==> config.mk <==
export PLATFORM = sky130hd
export DESIGN_NAME = key_dialer
export DESIGN_NICKNAME = d
export VERILOG_FILES = /design/src/rtl/key_dialer.sv
export SDC_FILE = /design/constraint.sdc
export NUM_CORES = 1
export LEC_CHECK = 0
export ABC_AREA = 1
export CAP_MARGIN = 40
export CELL_PAD_IN_SITES_DETAIL_PLACEMENT = 0
export CELL_PAD_IN_SITES_GLOBAL_PLACEMENT = 1
export CORE_ASPECT_RATIO = 1.25
export CORE_MARGIN = 8
export CORE_UTILIZATION = 41
export CTS_CLUSTER_DIAMETER = 80
export CTS_CLUSTER_SIZE = 30
export DETAILED_ROUTE_END_ITERATION = 7
export GPL_TIMING_DRIVEN = 0
export PLACE_DENSITY = 0.95
export SYNTH_ARGS = -nofsm -noshare
export SYNTH_HDL_FRONTEND = slang
export SYNTH_SLANG_ARGS = --single-unit
==> constraint.sdc <==
create_clock -name ck -period 4.6 [get_ports ck]
set_input_delay 0.69 -clock ck [delete_from_list [all_inputs] [get_ports ck]]
set_output_delay 0.69 -clock ck [all_outputs]
set_load 0.01 [all_outputs]
==> src/rtl/key_dialer.sv <==
// key_dialer: keypad-side driver for the electronic lock.
// Replays a latched BCD code word as timed one-hot ten-key presses, then
// watches the lock's status to report whether the door opened. It also
// issues the single-cycle close strobe that re-locks the door.
// Optional feature macro: KEY_DIALER_RELOCK_EN. When defined, a successful
// entry holds the door open for TIMEOUT cycles and then closes it
// automatically, unless the lock has already re-locked itself.
module key_dialer #(
  parameter int NDIGIT    = 4,
  parameter int PRESS_CYC = 4,
  parameter int GAP_CYC   = 4,
  parameter int TIMEOUT   = 16
) (
  input  logic                ck,
  input  logic                reset,
  input  logic                start,
  input  logic [4*NDIGIT-1:0] code,
  input  logic                close_req,
  input  logic                lock,
  output logic [9:0]          tenkey,
  output logic                close,
  output logic                busy,
  output logic                done,
  output logic                err
);

  // One shared counter serves every timed state, so it is sized for the
  // longest of them. The digit index only has to reach NDIGIT-1.
  localparam int CMAX = (PRESS_CYC > GAP_CYC)
                        ? ((PRESS_CYC > TIMEOUT) ? PRESS_CYC : TIMEOUT)
                        : ((GAP_CYC > TIMEOUT) ? GAP_CYC : TIMEOUT);
  localparam int CW   = (CMAX > 1) ? $clog2(CMAX) : 1;
  localparam int IW   = (NDIGIT > 1) ? $clog2(NDIGIT) : 1;

  localparam logic [CW-1:0] PRESS_LAST   = CW'(PRESS_CYC - 1);
  localparam logic [CW-1:0] GAP_LAST     = CW'(GAP_CYC - 1);
  localparam logic [CW-1:0] TIMEOUT_LAST = CW'(TIMEOUT - 1);
  localparam logic [IW-1:0] IDX_FIRST    = IW'(NDIGIT - 1);

  typedef enum logic [2:0] {
    IDLE,
    CHECK_CODE,
    PRESS,
    GAP,
    WAIT_OPEN,
`ifdef KEY_DIALER_RELOCK_EN
    HOLD,
`endif
    CLOSE_P
  } state_t;

  state_t              state;
  logic [4*NDIGIT-1:0] code_q;
  logic [IW-1:0]       idx;
  logic [IW-1:0]       idx_dec;
  logic [CW-1:0]       cnt;
  logic [3:0]          cur_digit;
  logic [3:0]          next_digit;
  logic                code_bad;

  // Key n drives bit n of the ten-key bus; digits are already known to be 0..9.
  function automatic logic [9:0] key_bits(input logic [3:0] digit);
    return 10'b1 << digit;
  endfunction

  assign idx_dec    = idx - IW'(1);
  assign cur_digit  = code_q[{idx, 2'b00} +: 4];
  assign next_digit = code_q[{idx_dec, 2'b00} +: 4];

  // Flag a latched code that contains any nibble outside the BCD range.
  always_comb begin
    // NOTE: the default assignment first means every path writes code_bad, so no latch is inferred.
    code_bad = 1'b0;
    for (int i = 0; i < NDIGIT; i++) begin
      if (code_q[i*4 +: 4] > 4'd9) code_bad = 1'b1;
    end
  end

  // Sequencer: state, counters, latched code and all registered outputs.
  always_ff @(posedge ck or negedge reset) begin
    if (!reset) begin
      state  <= IDLE;
      code_q <= '0;
      idx    <= '0;
      cnt    <= '0;
      tenkey <= '0;
      close  <= 1'b0;
      busy   <= 1'b0;
      done   <= 1'b0;
      err    <= 1'b0;
    end else begin
      // NOTE: non-blocking assignments only; the pulse defaults below are overridden later in the same block.
      done  <= 1'b0;
      err   <= 1'b0;
      close <= 1'b0;
      case (state)
        IDLE: begin
          if (start) begin
            code_q <= code;
            idx    <= IDX_FIRST;
            cnt    <= '0;
            busy   <= 1'b1;
            state  <= CHECK_CODE;
          end else if (close_req) begin
            close <= 1'b1;
            busy  <= 1'b1;
            state <= CLOSE_P;
          end
        end
        CHECK_CODE: begin
          if (code_bad) begin
            err   <= 1'b1;
            busy  <= 1'b0;
            state <= IDLE;
          end else begin
            tenkey <= key_bits(cur_digit);
            cnt    <= '0;
            state  <= PRESS;
          end
        end
        PRESS: begin
          if (cnt == PRESS_LAST) begin
            tenkey <= '0;
            cnt    <= '0;
            state  <= GAP;
          end else begin
            cnt <= cnt + CW'(1);
          end
        end
        GAP: begin
          if (cnt == GAP_LAST) begin
            cnt <= '0;
            if (idx != '0) begin
              idx    <= idx_dec;
              tenkey <= key_bits(next_digit);
              state  <= PRESS;
            end else begin
              state <= WAIT_OPEN;
            end
          end else begin
            cnt <= cnt + CW'(1);
          end
        end
        WAIT_OPEN: begin
          // A lock that opens on the last allowed cycle still counts as success.
          if (!lock) begin
            done <= 1'b1;
            cnt  <= '0;
`ifdef KEY_DIALER_RELOCK_EN
            state <= HOLD;
`else
            busy  <= 1'b0;
            state <= IDLE;
`endif
          end else if (cnt == TIMEOUT_LAST) begin
            err   <= 1'b1;
            cnt   <= '0;
            busy  <= 1'b0;
            state <= IDLE;
          end else begin
            cnt <= cnt + CW'(1);
          end
        end
`ifdef KEY_DIALER_RELOCK_EN
        HOLD: begin
          // The door re-locked on its own: nothing left to close.
          if (lock) begin
            cnt   <= '0;
            busy  <= 1'b0;
            state <= IDLE;
          end else if (cnt == TIMEOUT_LAST) begin
            cnt   <= '0;
            close <= 1'b1;
            state <= CLOSE_P;
          end else begin
            cnt <= cnt + CW'(1);
          end
        end
`endif
        CLOSE_P: begin
          busy  <= 1'b0;
          state <= IDLE;
        end
        default: begin
          tenkey <= '0;
          cnt    <= '0;
          busy   <= 1'b0;
          state  <= IDLE;
        end
      endcase
    end
  end

endmodule

Word level (Yosys, flattened, before mapping)

Cells that the tools add are included.

Register bits after elaboration: 39

Shifts and indexed selects: 4
Equality and inequality tests: 15
Bitwise logic cells: 3
Order comparisons: 4
Add/sub/neg operators: 2
Reduce and logical (&&, ||, !) cells: 11
Muxes and demuxes: 43

Operator list:

| cell                 | number |
|---|---|
| $mux 10              | 4 |
| $pmux 10 s4          | 1 |
| $shiftx 16x5->4      | 2 |
| $mux 3               | 7 |
| $mux 4               | 5 |
| $pmux 4 s5           | 1 |
| $shl 1x4->10 const A | 2 |
| $mux 1               | 17 |
| $gt 4x4->1 const B   | 4 |
| $pmux 3 s5           | 1 |
| $ne 2x2->1 const B   | 6 |
| $reduce_and 4->1     | 3 |
| $mux 2               | 4 |
| $eq 3x2->1 const B   | 2 |
| $eq 3x3->1 const B   | 2 |
| $ne 3x3->1 const B   | 2 |
| $reduce_and 5->1     | 1 |
| $add 4x1->4 const B  | 1 |
| $eq 4x2->1 const B   | 1 |
| $eq 4x4->1 const B   | 1 |
| $pmux 1 s4           | 1 |
| $pmux 2 s2           | 1 |
| $reduce_bool 2->1    | 2 |
| $eq 3x1->1 const B   | 1 |
| 8 further kinds      | 10 |

Depth between registers and ports, before layout

Word-level depth: 7
Gate-level depth with buffers: 14
Mapped depth without buffers: 13

Worst setup path before layout

Ideal clock, no wire load.

Path kind: register to register
Start: register state[2]
End: register tenkey[0]
Setup slack: 2,741 ps
Period minus slack after synthesis: 1,859 ps
Arrival: 1,742 ps
Stages on the path, launching flop included: 14
Setup time: 117 ps
Cells stage by stage: dfrtp_1 inv_2 nand3_2 inv_1 ha_1 buf_2 o21ai_0 inv_1 nand2_1 nand2_1 nand2_1 inv_1 nand2_1 nand2_1

Cells in the longest elaborated chain, start to end: 4
Elaborated cells between the ends (all ways): 14
Classes of those cells: eq/ne: 9; mux: 1; bitwise: 1; reduce/logical: 3

Ends and longest elaborated chain:

| what                                                 | RTL line | text |
|---|---|---|
| start: declaration                                   | 52       | `state_t state;` |
| start signal: assignment                             | 82       | `state <= IDLE;` |
| start signal: assignment                             | 103      | `state <= CHECK_CODE;` |
| start signal: assignment                             | 107      | `state <= CLOSE_P;` |
| $eq 3x3->1 / $logic_not 3->1 (equally long branches) | 96       | `case (state)` |
| $reduce_or 3->1 (no source line)                     | n/a      |  |
| $not 1->1 (no source line)                           | n/a      |  |
| $reduce_and 5->1 (no source line)                    | n/a      |  |
| end signal: assignment                               | 116      | `tenkey <= key_bits(cur_digit);` |
| end signal: assignment                               | 135      | `tenkey <= key_bits(next_digit);` |
| end: declaration                                     | 20       | `output logic [9:0] tenkey,` |

Parallel ways exist; a longest one is shown, timed or not.
A chain may end at the register's enable or synchronous reset.

Worst setup path after layout

Start: register state[2]
End: register tenkey[8]

Same word-level chain as after synthesis.

==> impl_results.md <==
- Status: finished, final reports clean
- Max-cap violations: 0
- Final Core Density: 0.531
- Post-synth EDFFs: 0
- Layout area overhead: 24.8%
- CTS resizes: 0
- # DRC: 0
- Max-Slew Margin vs Limit: 0.779
- Reg2reg end: tenkey[8]$_DFFE_PN0P_
- Iter 0 DRT Violations: 51
- Dpl hpwl: 3.20 mm
- Total routed wirelength: 3.98 mm
- Combinational power share: 0.543
- Crit path DAT: 2.30 ns
- Total internal power: 0.937 mW
- Worst reg-to-reg setup slack: 2.47 ns
- First-pass GRT wire length: 7.15 mm
- Static Leak: 1.31 nW
- Required @ worst endpoint: 4.77 ns
- Crit-path max FO: 10
- CTS Root Cell: clkbuf_8
- Final Wtd Congestion: 0.799
- Achievable frequency: 470 MHz
- Clock Tree Buf Depth: 2
- Core Region: 4760 um2
- Slew Limit Fails: 0
- FF-to-FF Start: state[2]$_DFFE_PN0P_
- Clk_lat worst skew: 0.28 ns
- Antenna Cells: 0
- RSZ-0062 raised after global routing: false
- Min-Delay Path Class: in2async
- Final hold violations: 0
- Syn_nets: 284
- Final setup viols: 0
- Clock sink count: 39
- Via Count: 1,674
- Final Critical Period: 2.13 ns
- Clk_skew: 0.00546 ns
- Pwr dens: 670 nW/um2
- Least-Margin Pin Slew: 0.332 ns
- R2r worst-path depth: 12
- Vias in the first global route: 1,689
- Largest net degree at the start of global routing: 28
- Horiz. Die Dim: 78.9 um
- H-tree depth: 2
- Vias per inst: 4.64
- Hold_buf cts: 0
- Final setup TNS: 0 ns
- CP startpoint kind: flop
- Worst setup EP type: flop
- Tcrit/Tclk final: 0.463
- Max VDD drop: 0.000338 V
- Seq pwr share: 0.336
- Synth cell types: 23
- Die area: 7460 um2
- Port bufs: 34
- Primary FF master, synth: dfrtp_1
- Routed Antenna Nets: 0
- Ys async rst share: 1.00
- CP Class: reg2reg
- Initial antenna violation count: 0
- Seq/Total Area, Yosys: 0.482
- Synth Area per Inst: 7.79 um2
- Nets: 326
- DR pass1 iterations: 4
- Row count: 28
- YS warnings: 0
- Sw Ratio: 0.447
- Congestion Overflow GR: 0
- Share of cells above drive strength 1: 0.106
- Number of setup buffers added after CTS: 0
- Clock Power Share: 0.122
- CTS tree: built
- Synthesized area: 2030 um2
- Switching power: 0.757 mW
- Critical Path End: tenkey[8]$_DFFE_PN0P_
- Synth Instances: 260
- All-layer global routing usage: 0.117
- WL/cell: 11.0 um
- CTS buffer count: 5
- Clock-pin slew on the worst setup and hold paths: 0.07 ns
- I/O pins: 35
- Launch point of the critical path: state[2]$_DFFE_PN0P_
- Synthesized flop and latch total: 39
- Initial Util: 0.425
- Die H: 94.6 um
cell type report:
class,count,area (um2)
Fill cell,493,2240
Sequential cell,39,976
Multi-Input combinational cell,186,912
Timing Repair Buffer,35,355
Inverter,32,120
Tap cell,60,75.1
Clock buffer,6,72.6
Buffer,3,17.5
critical path, stage by stage, from the launching register on:
cell and delay [ns]:
dfrtp_1 0.46, inv_2 0.14, nand3_2 0.13, inv_1 0.12, ha_1 0.29, buf_2 0.20
o21ai_0 0.24, nand3b_1 0.14, nand2_1 0.07, nand2_1 0.08, nor2_1 0.04, nand2_1 0.07
nand2_1 0.05
metal layers:
layer	GRT usage	share of wire	vias up
met4	0.0418	0.016	0
met1	0.133	0.44	750
li1	-	-	887
met3	0.0361	0.042	6
met5	0	0	-
met2	0.204	0.50	31
power groups by stage:
stage          Clock (mW)  Combinational [mW]  Sequential [mW]
3_3_place_gp            0               0.908            0.569
5_1_grt             0.230                1.06            0.585
3_5_place_dp            0               0.928            0.576
4_1_cts             0.212               0.931            0.570
2_1_floorplan           0               0.679            0.572
6_report            0.206               0.919            0.568
registers in the layout (all words and copies together) (netlist names):
register  count
idx           2
done          1
close         1
tenkey       10
cnt           4
code_q       16
err           1
busy          1
state         3
cells in the final DEF, fill, tap and decap left out:
master,instances
buf_12,1
inv_1,30
nand3_2,2
nand4_1,1
ha_1,3
nand2_2,5
buf_2,3
o21ai_0,11
nor3_1,1
nand2_4,1
dfrtp_1,39
clkdlybuf4s50_1,33
nand3_1,16
a21oi_2,1
buf_4,1
xor2_1,2
a21oi_1,12
clkbuf_8,5
nor2_4,3
clkbuf_1,1
nor2_1,35
nand3b_1,1
nand3_4,1
nand2_1,84
nor2_2,1
mux2_2,6
inv_2,2
cell families (layout without fill, tap and decap cells):
logic type | Yosys count | count (layout) | share of synthesized area
buf+inv | 35 | 76 | 0.0679
flops | 39 | 39 | 0.482
fa+ha+maj | 3 | 3 | 0.0185
compound gates | 24 | 24 | 0.0611
mux | 6 | 6 | 0.0334
simple gates | 151 | 151 | 0.329
xor+xnor | 2 | 2 | 0.00865
worst min-delay path by stage:
stage                             startpoint                  to  slack [ns]
after floorplan                        reset    busy$_DFFE_PN0P_        0.39
after global placement    cnt[3]$_DFFE_PN0P_  cnt[3]$_DFFE_PN0P_        0.45
after detailed placement  cnt[3]$_DFFE_PN0P_  cnt[3]$_DFFE_PN0P_        0.47
after CTS                              reset      done$_DFF_PN0_        0.30
after global routing                   reset    busy$_DFFE_PN0P_        0.31
final                                  reset  cnt[1]$_DFFE_PN0P_        0.30
metrics by stage:
step / cell area (um2) / setup WS [ns] / hold slack (ns) / total power [mW] / instances
2_1_floorplan: 2030 / 2.74 / 0.394 / 1.25 / 260
3_3_place_gp: 2440 / 1.93 / 0.455 / 1.48 / 354
3_5_place_dp: 2460 / 2.47 / 0.468 / 1.50 / 355
4_1_cts: 2530 / 2.46 / 0.296 / 1.71 / 361
5_1_grt: 2530 / 2.25 / 0.308 / 1.87 / 361
6_report: 2530 / 2.47 / 0.295 / 1.69 / 361
cells in the mapped netlist, types with 2 or more instances:
library cell / number / area share
o21ai_0: 11 / 0.027
nand2_2: 5 / 0.015
inv_2: 2 / 0.0037
xor2_1: 2 / 0.0086
nand2_1: 84 / 0.16
mux2_2: 6 / 0.033
inv_1: 30 / 0.056
nor2_1: 35 / 0.065
ha_1: 3 / 0.019
a21oi_1: 12 / 0.030
nor2_4: 3 / 0.017
nand3_1: 16 / 0.040
dfrtp_1: 39 / 0.48
buf_2: 2 / 0.0049
nand3_2: 2 / 0.0099
(Power assumes the default switching activity.)
